$ cat config.mk
export PLATFORM = sky130hd
export DESIGN_NAME = ipf_lcu_scheduler
export DESIGN_NICKNAME = d
export VERILOG_FILES = /design/src/rtl/ipf_pkg.sv /design/src/rtl/ipf_addr_gen.sv /design/src/rtl/ipf_lcu_scheduler.sv
export SDC_FILE = /design/constraint.sdc
export NUM_CORES = 1
export LEC_CHECK = 0
export ABC_AREA = 1
export CORE_UTILIZATION = 30
export DETAILED_ROUTE_END_ITERATION = 6
export PLACE_DENSITY_LB_ADDON = 0.25
export SLEW_MARGIN = 25
export SYNTH_ARGS = -nofsm -noshare
export SYNTH_HDL_FRONTEND = slang
export SYNTH_SLANG_ARGS = --single-unit
$ cat constraint.sdc
create_clock -name clk -period 4.9 [get_ports clk]
set_input_delay 1.47 -clock clk [delete_from_list [all_inputs] [get_ports clk]]
set_output_delay 1.47 -clock clk [all_outputs]
set_load 0.005 [all_outputs]
$ cat src/rtl/ipf_pkg.sv
// Shared types and helpers for the in-loop filter LCU scheduler.
package ipf_pkg;

    localparam int unsigned IMG_W_DEF = 128;
    localparam int unsigned PIX_W     = 6;

    typedef enum logic [1:0] {
        LCU_16  = 2'd0,
        LCU_32  = 2'd1,
        LCU_64  = 2'd2,
        LCU_RSV = 2'd3
    } lcu_size_e;

    typedef enum logic [2:0] {
        ST_IDLE,
        ST_PARAM,
        ST_FETCH,
        ST_DRAIN,
        ST_DONE
    } state_e;

    typedef struct packed {
        logic [1:0]  ftype;
        logic [4:0]  band_pos;
        logic        wo_class;
        logic [15:0] offset;
    } lcu_prm_t;

    // The reserved encoding behaves as the smallest LCU.
    function automatic logic [1:0] lcu_norm(input logic [1:0] code);
        return (lcu_size_e'(code) == LCU_RSV) ? 2'(LCU_16) : code;
    endfunction

    function automatic logic [2:0] lcu_shift(input logic [1:0] code);
        case (lcu_size_e'(code))
            LCU_32:  return 3'd5;
            LCU_64:  return 3'd6;
            default: return 3'd4;
        endcase
    endfunction

    function automatic logic [PIX_W-1:0] lcu_max(input logic [1:0] code);
        case (lcu_size_e'(code))
            LCU_32:  return PIX_W'(31);
            LCU_64:  return PIX_W'(63);
            default: return PIX_W'(15);
        endcase
    endfunction

endpackage

$ cat src/rtl/ipf_addr_gen.sv
// Pixel/LCU raster counters and image address for the LCU scheduler.
module ipf_addr_gen
    import ipf_pkg::*;
#(
    parameter int unsigned IMG_W = IMG_W_DEF
) (
    input  logic                          clk,
    input  logic                          reset,
    input  logic                          clear,
    input  logic                          step,
    input  logic [1:0]                    size,
    output logic [2*$clog2(IMG_W)-1:0]    addr,
    output logic [$clog2(IMG_W)-5:0]      lcu_x,
    output logic [$clog2(IMG_W)-5:0]      lcu_y,
    output logic                          last_pix,
    output logic                          last_lcu
);

    localparam int unsigned CW = $clog2(IMG_W);
    localparam int unsigned LW = CW - 4;

    logic [PIX_W-1:0] col;
    logic [PIX_W-1:0] row;
    logic [PIX_W-1:0] size_m1;
    logic [LW-1:0]    lcu_last;
    logic [2:0]       shift;
    logic [CW-1:0]    x_pos;
    logic [CW-1:0]    y_pos;

    always_comb begin
        shift    = lcu_shift(size);
        size_m1  = lcu_max(size);
        lcu_last = LW'((IMG_W >> shift) - 1);
        x_pos    = (CW'(lcu_x) << shift) | CW'(col);
        y_pos    = (CW'(lcu_y) << shift) | CW'(row);
        addr     = {y_pos, x_pos};
        last_pix = (col == size_m1) && (row == size_m1);
        last_lcu = (lcu_x == lcu_last) && (lcu_y == lcu_last);
    end

    // Column fastest, then row, then lcu_x, then lcu_y; wraps to zero after the image.
    always_ff @(posedge clk) begin
        if (!reset || clear) begin
            col   <= '0;
            row   <= '0;
            lcu_x <= '0;
            lcu_y <= '0;
        end else if (step) begin
            if (col == size_m1) begin
                col <= '0;
                if (row == size_m1) begin
                    row <= '0;
                    if (lcu_x == lcu_last) begin
                        lcu_x <= '0;
                        lcu_y <= (lcu_y == lcu_last) ? '0 : lcu_y + LW'(1);
                    end else begin
                        lcu_x <= lcu_x + LW'(1);
                    end
                end else begin
                    row <= row + PIX_W'(1);
                end
            end else begin
                col <= col + PIX_W'(1);
            end
        end
    end

endmodule

$ cat src/rtl/ipf_lcu_scheduler.sv
// Walks the image LCU by LCU, streams pixels to the filter with a one-entry skid.
// Optional stall counter output enabled by defining IPF_SCHED_PERF_CNT_EN.
module ipf_lcu_scheduler
    import ipf_pkg::*;
#(
    parameter int unsigned IMG_W = IMG_W_DEF
) (
    input  logic                          clk,
    input  logic                          reset,
    input  logic                          start,
    input  logic [1:0]                    cfg_lcu_size,
    input  logic                          prm_valid,
    output logic                          prm_ready,
    input  logic [1:0]                    prm_type,
    input  logic [4:0]                    prm_band_pos,
    input  logic                          prm_wo_class,
    input  logic [15:0]                   prm_offset,
    output logic                          mem_rd,
    output logic [2*$clog2(IMG_W)-1:0]    mem_addr,
    input  logic [7:0]                    mem_data,
    input  logic                          ipf_busy,
    output logic                          ipf_in_en,
    output logic [7:0]                    ipf_din,
    output logic [1:0]                    ipf_type,
    output logic [4:0]                    ipf_band_pos,
    output logic                          ipf_wo_class,
    output logic [15:0]                   ipf_offset,
    output logic [$clog2(IMG_W)-5:0]      lcu_x,
    output logic [$clog2(IMG_W)-5:0]      lcu_y,
    output logic [1:0]                    lcu_size,
    output logic                          done
`ifdef IPF_SCHED_PERF_CNT_EN
    ,
    output logic [15:0]                   stall_cnt
`endif
);

    localparam int unsigned LW = $clog2(IMG_W) - 4;

    state_e        state;
    state_e        state_next;
    lcu_prm_t      prm_q;
    logic          rd_pend;
    logic          skid_vld;
    logic [7:0]    skid_data;
    logic          final_lcu;
    logic          ag_clear;
    logic [LW-1:0] ag_lcu_x;
    logic [LW-1:0] ag_lcu_y;
    logic          ag_last_pix;
    logic          ag_last_lcu;

    ipf_addr_gen #(
        .IMG_W (IMG_W)
    ) u_addr_gen (
        .clk      (clk),
        .reset    (reset),
        .clear    (ag_clear),
        .step     (mem_rd),
        .size     (lcu_size),
        .addr     (mem_addr),
        .lcu_x    (ag_lcu_x),
        .lcu_y    (ag_lcu_y),
        .last_pix (ag_last_pix),
        .last_lcu (ag_last_lcu)
    );

    always_ff @(posedge clk) begin
        if (!reset) state <= ST_IDLE;
        else        state <= state_next;
    end

    // mem_rd and the pixel stream react to ipf_busy in the same cycle, so they are decoded here.
    always_comb begin
        state_next = state;
        ag_clear   = 1'b0;
        mem_rd     = 1'b0;
        ipf_in_en  = 1'b0;
        ipf_din    = '0;

        if (!ipf_busy && skid_vld) begin
            ipf_in_en = 1'b1;
            ipf_din   = skid_data;
        end else if (!ipf_busy && rd_pend) begin
            ipf_in_en = 1'b1;
            ipf_din   = mem_data;
        end

        case (state)
            ST_IDLE: begin
                if (start) begin
                    ag_clear   = 1'b1;
                    state_next = ST_PARAM;
                end
            end
            ST_PARAM: begin
                if (prm_valid && prm_ready) state_next = ST_FETCH;
            end
            ST_FETCH: begin
                mem_rd = !ipf_busy && !skid_vld;
                if (mem_rd && ag_last_pix) state_next = ST_DRAIN;
            end
            ST_DRAIN: begin
                // Reads are in order and skid/pending are exclusive, so any delivery here is the last one.
                if (ipf_in_en) state_next = final_lcu ? ST_DONE : ST_PARAM;
            end
            ST_DONE: state_next = ST_IDLE;
            default: state_next = ST_IDLE;
        endcase
    end

    always_ff @(posedge clk) begin
        if (!reset) begin
            prm_ready <= 1'b0;
            done      <= 1'b0;
            lcu_size  <= '0;
            prm_q     <= '0;
            lcu_x     <= '0;
            lcu_y     <= '0;
            final_lcu <= 1'b0;
            rd_pend   <= 1'b0;
            skid_vld  <= 1'b0;
            skid_data <= '0;
        end else begin
            prm_ready <= (state_next == ST_PARAM);
            done      <= (state_next == ST_DONE);
            rd_pend   <= mem_rd;
            if (ag_clear) lcu_size <= lcu_norm(cfg_lcu_size);
            // Counters already point at the LCU about to be fetched when its parameters arrive.
            if (prm_valid && prm_ready) begin
                prm_q <= '{ftype: prm_type, band_pos: prm_band_pos,
                           wo_class: prm_wo_class, offset: prm_offset};
                lcu_x <= ag_lcu_x;
                lcu_y <= ag_lcu_y;
            end
            if (mem_rd && ag_last_pix) final_lcu <= ag_last_lcu;
            if (rd_pend && ipf_busy) begin
                skid_vld  <= 1'b1;
                skid_data <= mem_data;
            end else if (skid_vld && !ipf_busy) begin
                skid_vld  <= 1'b0;
            end
        end
    end

    assign ipf_type     = prm_q.ftype;
    assign ipf_band_pos = prm_q.band_pos;
    assign ipf_wo_class = prm_q.wo_class;
    assign ipf_offset   = prm_q.offset;

`ifdef IPF_SCHED_PERF_CNT_EN
    // Saturating count of back-pressured cycles while the LCU datapath is active.
    always_ff @(posedge clk) begin
        if (!reset || ag_clear) begin
            stall_cnt <= '0;
        end else if ((state == ST_FETCH || state == ST_DRAIN) && ipf_busy
                     && stall_cnt != 16'hFFFF) begin
            stall_cnt <= stall_cnt + 16'd1;
        end
    end
`endif

endmodule
======== Word-level counts from Yosys, hierarchy flattened ========
Cells that the tools add are included.
cells by class
  reductions and logical operators ........ 18
  multiplexer cells ....................... 22
  bitwise gates (word level) .............. 2
  add/subtract/negate cells ............... 5
  equality and inequality tests ........... 12
  shift-type cells ........................ 3
operators by type and width
  kind                   count
  $mux W3                7
  $mux W8                2
  $or A7 B6 Y7           2
  $shl A3 B3 Y7          2
  $add A6 B1 Y6 const B  2
  $eq A6 B6 Y1           2
  $mux W6                2
  $pmux W3 S4            1
  $pmux W6 S2            1
  $logic_and A1 B1 Y1    9
  $shr A8 B3 Y3 const A  1
  $mux W1                7
  $add A3 B1 Y3 const B  2
  $eq A3 B1 Y1 const B   2
  $eq A3 B2 Y1 const B   2
  $eq A3 B3 Y1           2
  $eq A2 B2 Y1 const B   2
  $pmux W2 S2            1
  $reduce_and A4 Y1      1
  $eq A3 B3 Y1 const B   1
  $logic_not A1 Y1       3
  $logic_not A3 Y1       1
  $reduce_and A3 Y1      1
  $sub A3 B1 Y3 const B  1
  5 further kinds        5
word-level totals
  output and inout port bits .............. 58
  input port bits ......................... 39
  bits in registers ....................... 66

======== Longest topological paths before layout ========
Gate-level depths: netlist (run 1).
  depth in word-level cells ............... 8
  depth in mapped cells ................... 12
  depth with buffers taken out ............ 11

======== Cells and area by module ========
From an unflattened synthesis (run 1), not the netlist that was laid out.
second synthesis, totals
  cell total of the unflattened synthesis .. 431
  area total of the unflattened synthesis .. 3175.5 um2
modules (own cells, without submodules)
  module             instances  seq. area each (um2)  cells an instance  area an instance (um2)
  ipf_lcu_scheduler  1          960.9                 232                1861.8
  ipf_addr_gen       1          360.3                 199                1313.8

======== Least setup slack after synthesis (run 1) ========
OpenSTA, ideal clock, no wires.
  path type ............................... input to output
  start point ............................. input port ipf_busy
  end point ............................... output port mem_rd
  data arrival time ....................... 1.873 ns
  slack ................................... 1.557 ns
  cell stages on the path ................. 3
  data required time ...................... 3.430 ns
  cell sequence ........................... nor2_4 > inv_4 > nor2_8
on the way
  cells in the longest elaborated chain, start to end .. 3
ends and longest elaborated chain
  what                 RTL line                  source
  start, declared      ipf_lcu_scheduler.sv:21   input logic ipf_busy,
  $logic_not A1 Y1     ipf_lcu_scheduler.sv:100  mem_rd = !ipf_busy && !skid_vld;
  $logic_and A1 B1 Y1  ipf_lcu_scheduler.sv:100
  $mux W1              ipf_lcu_scheduler.sv:89   case (state)
  end, declared        ipf_lcu_scheduler.sv:18   output logic mem_rd,
No other way between the ends.

======== Worst setup path in the final report (run 1) ========
Same ends and word-level chain as after synthesis.

==> flow_metrics.tcl, run 1 <==
set metrics [dict create \
    required_ns 3.43 \
    setup_viol 0 \
    drtPass1Iterations 5 \
    cts-hold-fix-buffers 0 \
    setup_slack_ns 0.386 \
    die_h_um 104 \
    irDropWorstVdd_uv 187 \
    core_area_um2 9910 \
    path_clk_slew_ns 0.07 \
    status "completed" \
    grt_pass1_vias 2853 \
    tritoncts "done" \
    die_w_um 104 \
    period_minus_slack_ns 4.51 \
    p_leak_nw 1.72 \
    synthArstFlopShare_pct 0 \
    seq_area_um2 1320 \
    num_rows 36 \
    pre_cts_ws_ns 0.396 \
    overflow 0 \
    antenna_found_initial 0 \
    rr_worst_depth 11 \
    via_per_inst 4.65 \
    clkPwrFrac_pct 42.3 \
    port_buffers 96 \
    synth_nets 470 \
    post_drt_wl_per_cell_um 12.7 \
    cts_setup_buffers 0 \
    clkLatencyLatePin_ns 0.34 \
    whs_path_depth 2 \
    cpMostUsedCell "clkdlybuf4s50_1" \
    fillerInstances 1023 \
    ant_nets 0 \
    power.switching_mw 0.360 \
    clock_path_buffers 2 \
    antenna_cells 0 \
    multi_input_area_um2 1530 \
    avgSynthCellArea_um2 7.28 \
    layout-drive-gt1-share_pct 6.94 \
    clock-sinks 66 \
    critPathSlowestCell "clkdlybuf4s50_1" \
    io-pin-count 97 \
    yosys_register_bits 66 \
    cts_root_buffer "clkbuf_8" \
    area_delta_synth_final_pct 42.2 \
    slew_viol_final 0 \
    ys_seq_area_share_pct 42.7 \
    yosysUniqueCellTypes 31 \
    period_share_pct 92.1 \
    holdWs_ns 0.473 \
    drt_wl_total_um 8300 \
    fmax_mhz 222 \
    synth_warnings 0 \
    hp-class "reg -> reg" \
    grt_max_degree 42 \
    gp_congestion 0.848 \
    place_hpwl_um 5910 \
    powerDensity_nw_per_um2 333 \
    hold_viol 0 \
    crit_type "in -> out" \
    synth_top_area_share_pct 42.7 \
    synth_area_um2 3100 \
    vias 3035 \
    synth.most_common_cell "nor2_1" \
    yosysTopAreaCell "dfxtp_1" \
    clock_skew_ns 0.00359 \
    fin_nets 559 \
    slowest_delay_ns 0.53 \
    endpoint_kind "output pin" \
    worst_pin_slew_ns 0.788 \
    die_area_um2 10700 \
    rsz0062_at_grt "no" \
    power_frac_seq_pct 40.6 \
    p_comb_share_pct 17.1 \
    cts_resized 0 \
    grtUsageTotal_pct 16.0 \
    power.share.switching_pct 24.5 \
    rrSetupSlack_ns 2.85 \
    synthTopCellsByArea "dfxtp_1, nor2_1, nand2_1" \
    p_int_mw 1.11 \
    netlist_top_cells_count "nor2_1, nand2_1, dfxtp_1" \
    htree_levels 3 \
    drv_cap 0 \
    synth-edff-count 0 \
    cp_data_arrival_time_ns 3.04 \
    start_util_pct 31.2 \
    fin_tns_setup_ns 0 \
    cts_made_buffers 9 \
    crit_chain "clkdlybuf4s50_1 > nor2_4 > inv_4 > nor2_8 > clkdlybuf4s50_1" \
    grt_pass1_wl_um 14000 \
    cp-start-kind "input pin" \
    synth_ff_type "dfxtp_1" \
    synth_cells 425 \
    drc 0 \
    drt_iter0_drc 167 \
    crit_fanout 10 \
    relSlewSlack_pct 47.3 \
]
[area by class of cell]
class                      count  area share [%]
multi-input combinational    303            34.7
sequential                    66            30.0
timing repair buffer          98            22.2
tap                          133            3.78
clock buffer                  10            3.13
clock inverter                 6            3.13
inverter                      36            3.13
[cells by family after synthesis]
family	count (synthesis)	synth area share [%]
XOR/XNOR	7	1.98
adder cells (fa/ha/maj)	6	2.43
buffers and inverters	56	8.00
AND/OR/NAND/NOR	203	29.4
AO/OA/AOI/OAI	87	15.5
flip-flops	66	42.7
[worst paths after layout]
path / endpoint / start
worst max register to register: u_addr_gen.lcu_y[2] / lcu_size[0]
worst min register to register: final_lcu / final_lcu
worst min-delay path: final_lcu / final_lcu
worst max-delay path: mem_rd / ipf_busy
[per-layer routing]
metal	share of wire, %	up-vias	global-route usage, %	routed length (um)
li1	-	1561	-	-
met5	0	-	0	0
met4	0.80	0	4.66	66
met1	50	1376	21.7	4140
met2	43	94	24.2	3600
met3	6.0	4	5.10	499
[metrics by stage]
step / utilization [%] / power [mW] / std cells / area, um^2
final: 44.4 / 1.47 / 652 / 4400
after global routing: 44.4 / 1.54 / 652 / 4400
after CTS: 44.4 / 1.49 / 652 / 4400
after detailed placement: 41.7 / 0.861 / 636 / 4130
after global placement: 41.7 / 0.857 / 636 / 4130
after floorplan: - / 0.725 / 425 / 3100
[worst max-delay path: cells and delay by family]
kind	cells	cell delay, ns
buf+inv	3	1.11
simple gates	2	0.48
[cells in the final DEF (no fill, tap or decap), types with 2 or more instances in the layout]
cell              n
nand2_1          70
nand2_2           3
a21oi_1          26
nand4_1           6
bufinv_16         4
nand3_1          16
a32o_1            8
buf_4             2
nor3_1            2
xor2_1            3
nor4_1            2
nor2_4            2
clkdlybuf4s50_1  96
nand2_4           2
ha_1              6
clkbuf_8         10
nor2_1           90
clkinv_4          2
inv_1            33
o21ai_0          50
nor2_2            5
nor2_8            2
dfxtp_1          66
xnor2_1           4
[sequential cells by signal, summed over array words and instances, names as in the netlist, 2 cells and up]
| signal | count |
|---|---|
| ipf_offset | 16 |
| u_addr_gen.lcu_y | 3 |
| lcu_size | 2 |
| u_addr_gen.lcu_x | 3 |
| u_addr_gen.col | 6 |
| state | 3 |
| ipf_band_pos | 5 |
| skid_data | 8 |
| u_addr_gen.row | 6 |
| lcu_x | 3 |
| lcu_y | 3 |
| ipf_type | 2 |
[power groups by stage]
stage | logic, mW | clock network, mW | registers (mW)
2_1_floorplan | 0.116 | 0 | 0.609
3_3_place_gp | 0.250 | 0 | 0.607
3_5_place_dp | 0.252 | 0 | 0.609
4_1_cts | 0.253 | 0.638 | 0.596
5_1_grt | 0.276 | 0.663 | 0.602
6_report | 0.251 | 0.620 | 0.596
Power figures use the tool's default switching activity.
==> run 2, diff against run 1 <==
- CTS_CLUSTER_DIAMETER: not set -> 200
- GPL_TIMING_DRIVEN: not set -> 0
==> run 2 against run 1 <==
Net effect:
- critical path depth unchanged
- via count increased by 1.4%
- count of clock-buffer cells in the layout unchanged
- combinational power about the same
==> flow_metrics.tcl, run 2 (synthesis gave the netlist of run 1 again) <==
set metrics [dict create \
    hold_end "final_lcu" \
    area_delta_synth_final_pct 43.8 \
    num_rows 36 \
    rrSetupSlack_ns 3.01 \
    tritoncts "done" \
    clock-sinks 66 \
    min-delay-start "final_lcu" \
    fin_nets 577 \
    power.share.switching_pct 26.6 \
    crit_chain "clkdlybuf4s50_1 > nor2_4 > inv_4 > nor2_8 > clkdlybuf4s50_1" \
    layout-drive-gt1-share_pct 8.19 \
    cts_root_buffer "clkbuf_8" \
    crit_fanout 10 \
    whs_path_depth 2 \
    largest_reg_flops 16 \
    ant_nets 0 \
    setup_slack_ns 0.367 \
    clock_path_buffers 2 \
    cp.buffers_inverters 3 \
    die_h_um 104 \
    fmax_mhz 221 \
    final_cell_mix "clkdlybuf4s50_1, nor2_1, nand2_1" \
    endpoint_kind "output pin" \
    die_area_um2 10700 \
    slew_viol_final 0 \
    vias 3076 \
    worstReg2RegStart "lcu_size[0]" \
    p_leak_nw 1.75 \
    post-route-util_pct 44.9 \
    p_int_mw 1.01 \
    io-pin-count 97 \
    drt_iter0_drc 182 \
    required_ns 3.43 \
    cts_made_buffers 9 \
    holdWs_ns 0.470 \
    drt_wl_total_um 8460 \
    hold_viol 0 \
    hp-class "reg -> reg" \
    drc 0 \
    clkLatencyLatePin_ns 0.35 \
    pre_cts_ws_ns 0.368 \
    cts_resized 0 \
    p_comb_share_pct 18.4 \
    setup_viol 0 \
    clkPwrFrac_pct 38.2 \
    crit_type "in -> out" \
    grt_max_degree 13 \
    period_minus_slack_ns 4.53 \
    port_buffers 96 \
    place_hpwl_um 6240 \
    layout_commonest_cell "clkdlybuf4s50_1" \
    antenna_cells 0 \
    post_drt_wl_per_cell_um 12.6 \
    rsz0062_at_grt "no" \
    fin_tns_setup_ns 0 \
    overflow 0 \
    relSlewSlack_pct 64.2 \
    core_area_um2 9910 \
    period_share_pct 92.5 \
    gp_congestion 0.840 \
    cpMostUsedCell "clkdlybuf4s50_1" \
    powerDensity_nw_per_um2 308 \
    drtPass1Iterations 4 \
    slowest_delay_ns 0.53 \
    irDropWorstVdd_uv 154 \
    die_w_um 104 \
    status "completed" \
    power_frac_seq_pct 43.4 \
    grt_pass1_vias 2894 \
    path_clk_slew_ns 0.07 \
    drv_cap 0 \
    crit_family "buffers and inverters" \
    cp-start-kind "input pin" \
    clock_skew_ns 0.0124 \
    r2r-end "u_addr_gen.lcu_y[0]" \
    power.switching_mw 0.364 \
    htree_levels 3 \
    grtUsageTotal_pct 16.1 \
    antenna_found_initial 0 \
    fillerInstances 1019 \
    worst_pin_slew_ns 0.537 \
    critPathSlowestCell "clkdlybuf4s50_1" \
    cts-hold-fix-buffers 0 \
    via_per_inst 4.59 \
    grt_pass1_wl_um 14000 \
    cts_setup_buffers 0 \
    cp_data_arrival_time_ns 3.06 \
    start_util_pct 31.2 \
    rr_worst_depth 11 \
]
-- run 2: cell count changes in the layout (fill, tap and decap cells not counted) --
| cell | before | now |
|---|---|---|
| buf_2 | 0 | 1 |
| buf_4 | 2 | 9 |
| bufinv_16 | 4 | 2 |
| clkbuf_1 | 0 | 10 |
| clkinv_2 | 0 | 1 |
| clkinvlp_4 | 0 | 1 |
-- run 2: worst max-delay path by stage --
stage	from	end	slack, ns	cells past startpoint
finish	ipf_busy	mem_rd	0.37	5
global route	ipf_busy	ipf_din[7]	0.29	6
CTS	ipf_busy	mem_rd	0.36	5
detailed placement	ipf_busy	mem_rd	0.37	5
global placement	ipf_busy	mem_rd	0.37	5
floorplan	ipf_busy	mem_rd	1.56	3
-- run 2: per-layer routing --
| metal | share of wire, % | GRT usage, % | routed length, um | vias up |
|---|---|---|---|---|
| met5 | 0 | 0 | 0 | - |
| met4 | 0.99 | 4.97 | 84 | 0 |
| met3 | 4.6 | 3.52 | 385 | 8 |
| met2 | 45 | 25.9 | 3820 | 93 |
| met1 | 49 | 21.3 | 4170 | 1382 |
| li1 | - | - | - | 1593 |
-- run 2: power by group through the flow --
stage	clock network [mW]	registers (mW)	logic, mW
floorplan	0	0.609	0.116
global placement	0	0.605	0.253
detailed placement	0	0.607	0.255
CTS	0.540	0.595	0.256
global route	0.559	0.600	0.281
finish	0.523	0.595	0.253
-- run 2: tightest hold or removal path, delay by kind of cell (launching register included) --
family          cells  cell delay, ns
simple gates        1            0.06
compound gates      1            0.05
flops               1            0.31
-- run 2: cell type report --
class | instances | area (um^2) | area share (%)
tap | 133 | 166 | 3.74
clock inverter | 6 | 90.1 | 2.02
clock buffer | 10 | 138 | 3.09
buffer | 20 | 110 | 2.47
sequential | 66 | 1320 | 29.7
multi-input combinational | 303 | 1530 | 34.3
inverter | 36 | 138 | 3.09
timing repair buffer | 96 | 961 | 21.6
-- run 2: through the flow --
stage	power [mW]	cells	cell area, um^2
final	1.37	670	4450
after CTS	1.39	670	4450
after global placement	0.859	654	4220
after detailed placement	0.862	654	4220
after floorplan	0.725	425	3100
after global routing	1.44	670	4450
==> run 3, diff against run 2 <==
- CORE_UTILIZATION: 30 -> 40
==> run 3 against run 2 <==
Net effect:
- count of clock-buffer cells in the layout stayed put
- global-route usage is 3.8 points higher
- cell area is 0.96% lower
- via count is 1.2% higher
- maximum frequency is 0.79% higher
- total power is 0.64% lower
- final cell count is 5.1% lower
- combinational power hardly changed
- largest cell class unchanged
- non-clock buffer count stayed put
- sequential power hardly changed
- highest routed layer unchanged
- largest power group unchanged
==> flow_metrics.tcl, run 3 (synthesis gave the netlist of run 1 again) <==
set metrics [dict create \
    tritoncts "done" \
    clkLatencyLatePin_ns 0.33 \
    worst_pin_slew_ns 0.570 \
    hp-class "reg -> reg" \
    status "completed" \
    fillerInstances 681 \
    crit_start "ipf_busy" \
    grtUsageTotal_pct 19.9 \
    largest_reg_flops 16 \
    period_minus_slack_ns 4.50 \
    cts_resized 0 \
    grt_max_degree 13 \
    overflow 0 \
    cp-start-kind "input pin" \
    via_per_inst 4.89 \
    die_area_um2 8090 \
    die_h_um 90.0 \
    powerDensity_nw_per_um2 309 \
    fin_nets 577 \
    vias 3113 \
    power.total_mw 1.36 \
    antenna_cells 0 \
    fin_tns_setup_ns 0 \
    layout_commonest_cell "clkdlybuf4s50_1" \
    cts_setup_buffers 0 \
    crit_type "in -> out" \
    stdcell_count 636 \
    gp_congestion 0.806 \
    clock_skew_ns 0.00668 \
    drc 0 \
    slew_viol_final 0 \
    whs_path_depth 2 \
    drt_iter0_drc 155 \
    port_buffers 96 \
    period_share_pct 91.8 \
    cts_made_buffers 9 \
    core_area_um2 7370 \
    clock-sinks 66 \
    p_leak_nw 1.75 \
    grt_pass1_wl_um 13100 \
    crit_fanout 8 \
    cts-hold-fix-buffers 0 \
    rsz0062_at_grt "no" \
    setup_viol 0 \
    endpoint_kind "output pin" \
    cts_root_buffer "clkbuf_8" \
    grt_pass1_vias 2848 \
    antenna_found_initial 0 \
    path_clk_slew_ns 0.07 \
    place_hpwl_um 5900 \
    drv_cap 0 \
    drt_wl_total_um 7910 \
    relSlewSlack_pct 62.0 \
    post_drt_wl_per_cell_um 12.4 \
    required_ns 3.43 \
    holdWs_ns 0.469 \
    seq_area_um2 1320 \
    start_util_pct 42.0 \
    final_cell_mix "clkdlybuf4s50_1, nor2_1, nand2_1" \
    worstReg2RegStart "lcu_size[0]" \
    drtPass1Iterations 4 \
    min-delay-start "final_lcu" \
    htree_levels 3 \
    dp_cells 620 \
    cp_data_arrival_time_ns 3.03 \
    io-pin-count 97 \
    irDropWorstVdd_uv 149 \
    layout-drive-gt1-share_pct 8.19 \
    rr_worst_depth 10 \
    fmax_mhz 222 \
    num_rows 31 \
    ant_nets 0 \
    area_delta_synth_final_pct 42.4 \
    hold_viol 0 \
    multi_input_area_um2 1530 \
    die_w_um 90.0 \
    clock_path_buffers 2 \
]
[run 3: worst paths after layout]
| check | to | slack [ns] |
|---|---|---|
| setup / recovery | ipf_din[1] | 0.40 |
| hold / removal | final_lcu | 0.47 |
| setup reg to reg | u_addr_gen.row[4] | 2.97 |
| hold reg to reg | final_lcu | 0.47 |
[run 3: cell type report]
class,count,share of cell area (%)
plain buffers,20,2.50
repair buffers,96,21.8
multi-input cells,303,34.6
inverters,36,3.12
clock buffers,10,3.12
flip-flops and latches,66,30.0
clock inverters,6,2.04
well taps,99,2.81
[run 3: report_power, final]
| part | internal [mW] | switching, mW |
|---|---|---|
| Clock | 0.301 | 0.213 |
| Sequential | 0.575 | 0.0195 |
| Combinational | 0.130 | 0.123 |
| Total | 1.01 | 0.356 |
[run 3: metrics by stage]
stage / setup WS [ns] / util, % / area (um^2)
global placement: 0.404 / 56.7 / 4180
global route: 0.329 / 59.8 / 4410
CTS: 0.396 / 59.8 / 4410
finish: 0.403 / 59.8 / 4410
detailed placement: 0.401 / 56.7 / 4180
floorplan: 1.56 / - / 3100
[run 3: worst max-delay path: stages]
cell and delay, ns:
clkdlybuf4s50_1 0.49, inv_1 0.11, nand2_1 0.05, inv_1 0.21
a32o_1 0.19, clkdlybuf4s50_1 0.50
[run 3: per-layer routing]
metal | track usage (%) | vias to the layer above | share of wire [%]
met1 | 27.0 | 1419 | 49
met5 | 0 | - | 0
met2 | 31.4 | 88 | 45
li1 | - | 1600 | -
met3 | 3.98 | 6 | 4.5
met4 | 7.12 | 0 | 0.94
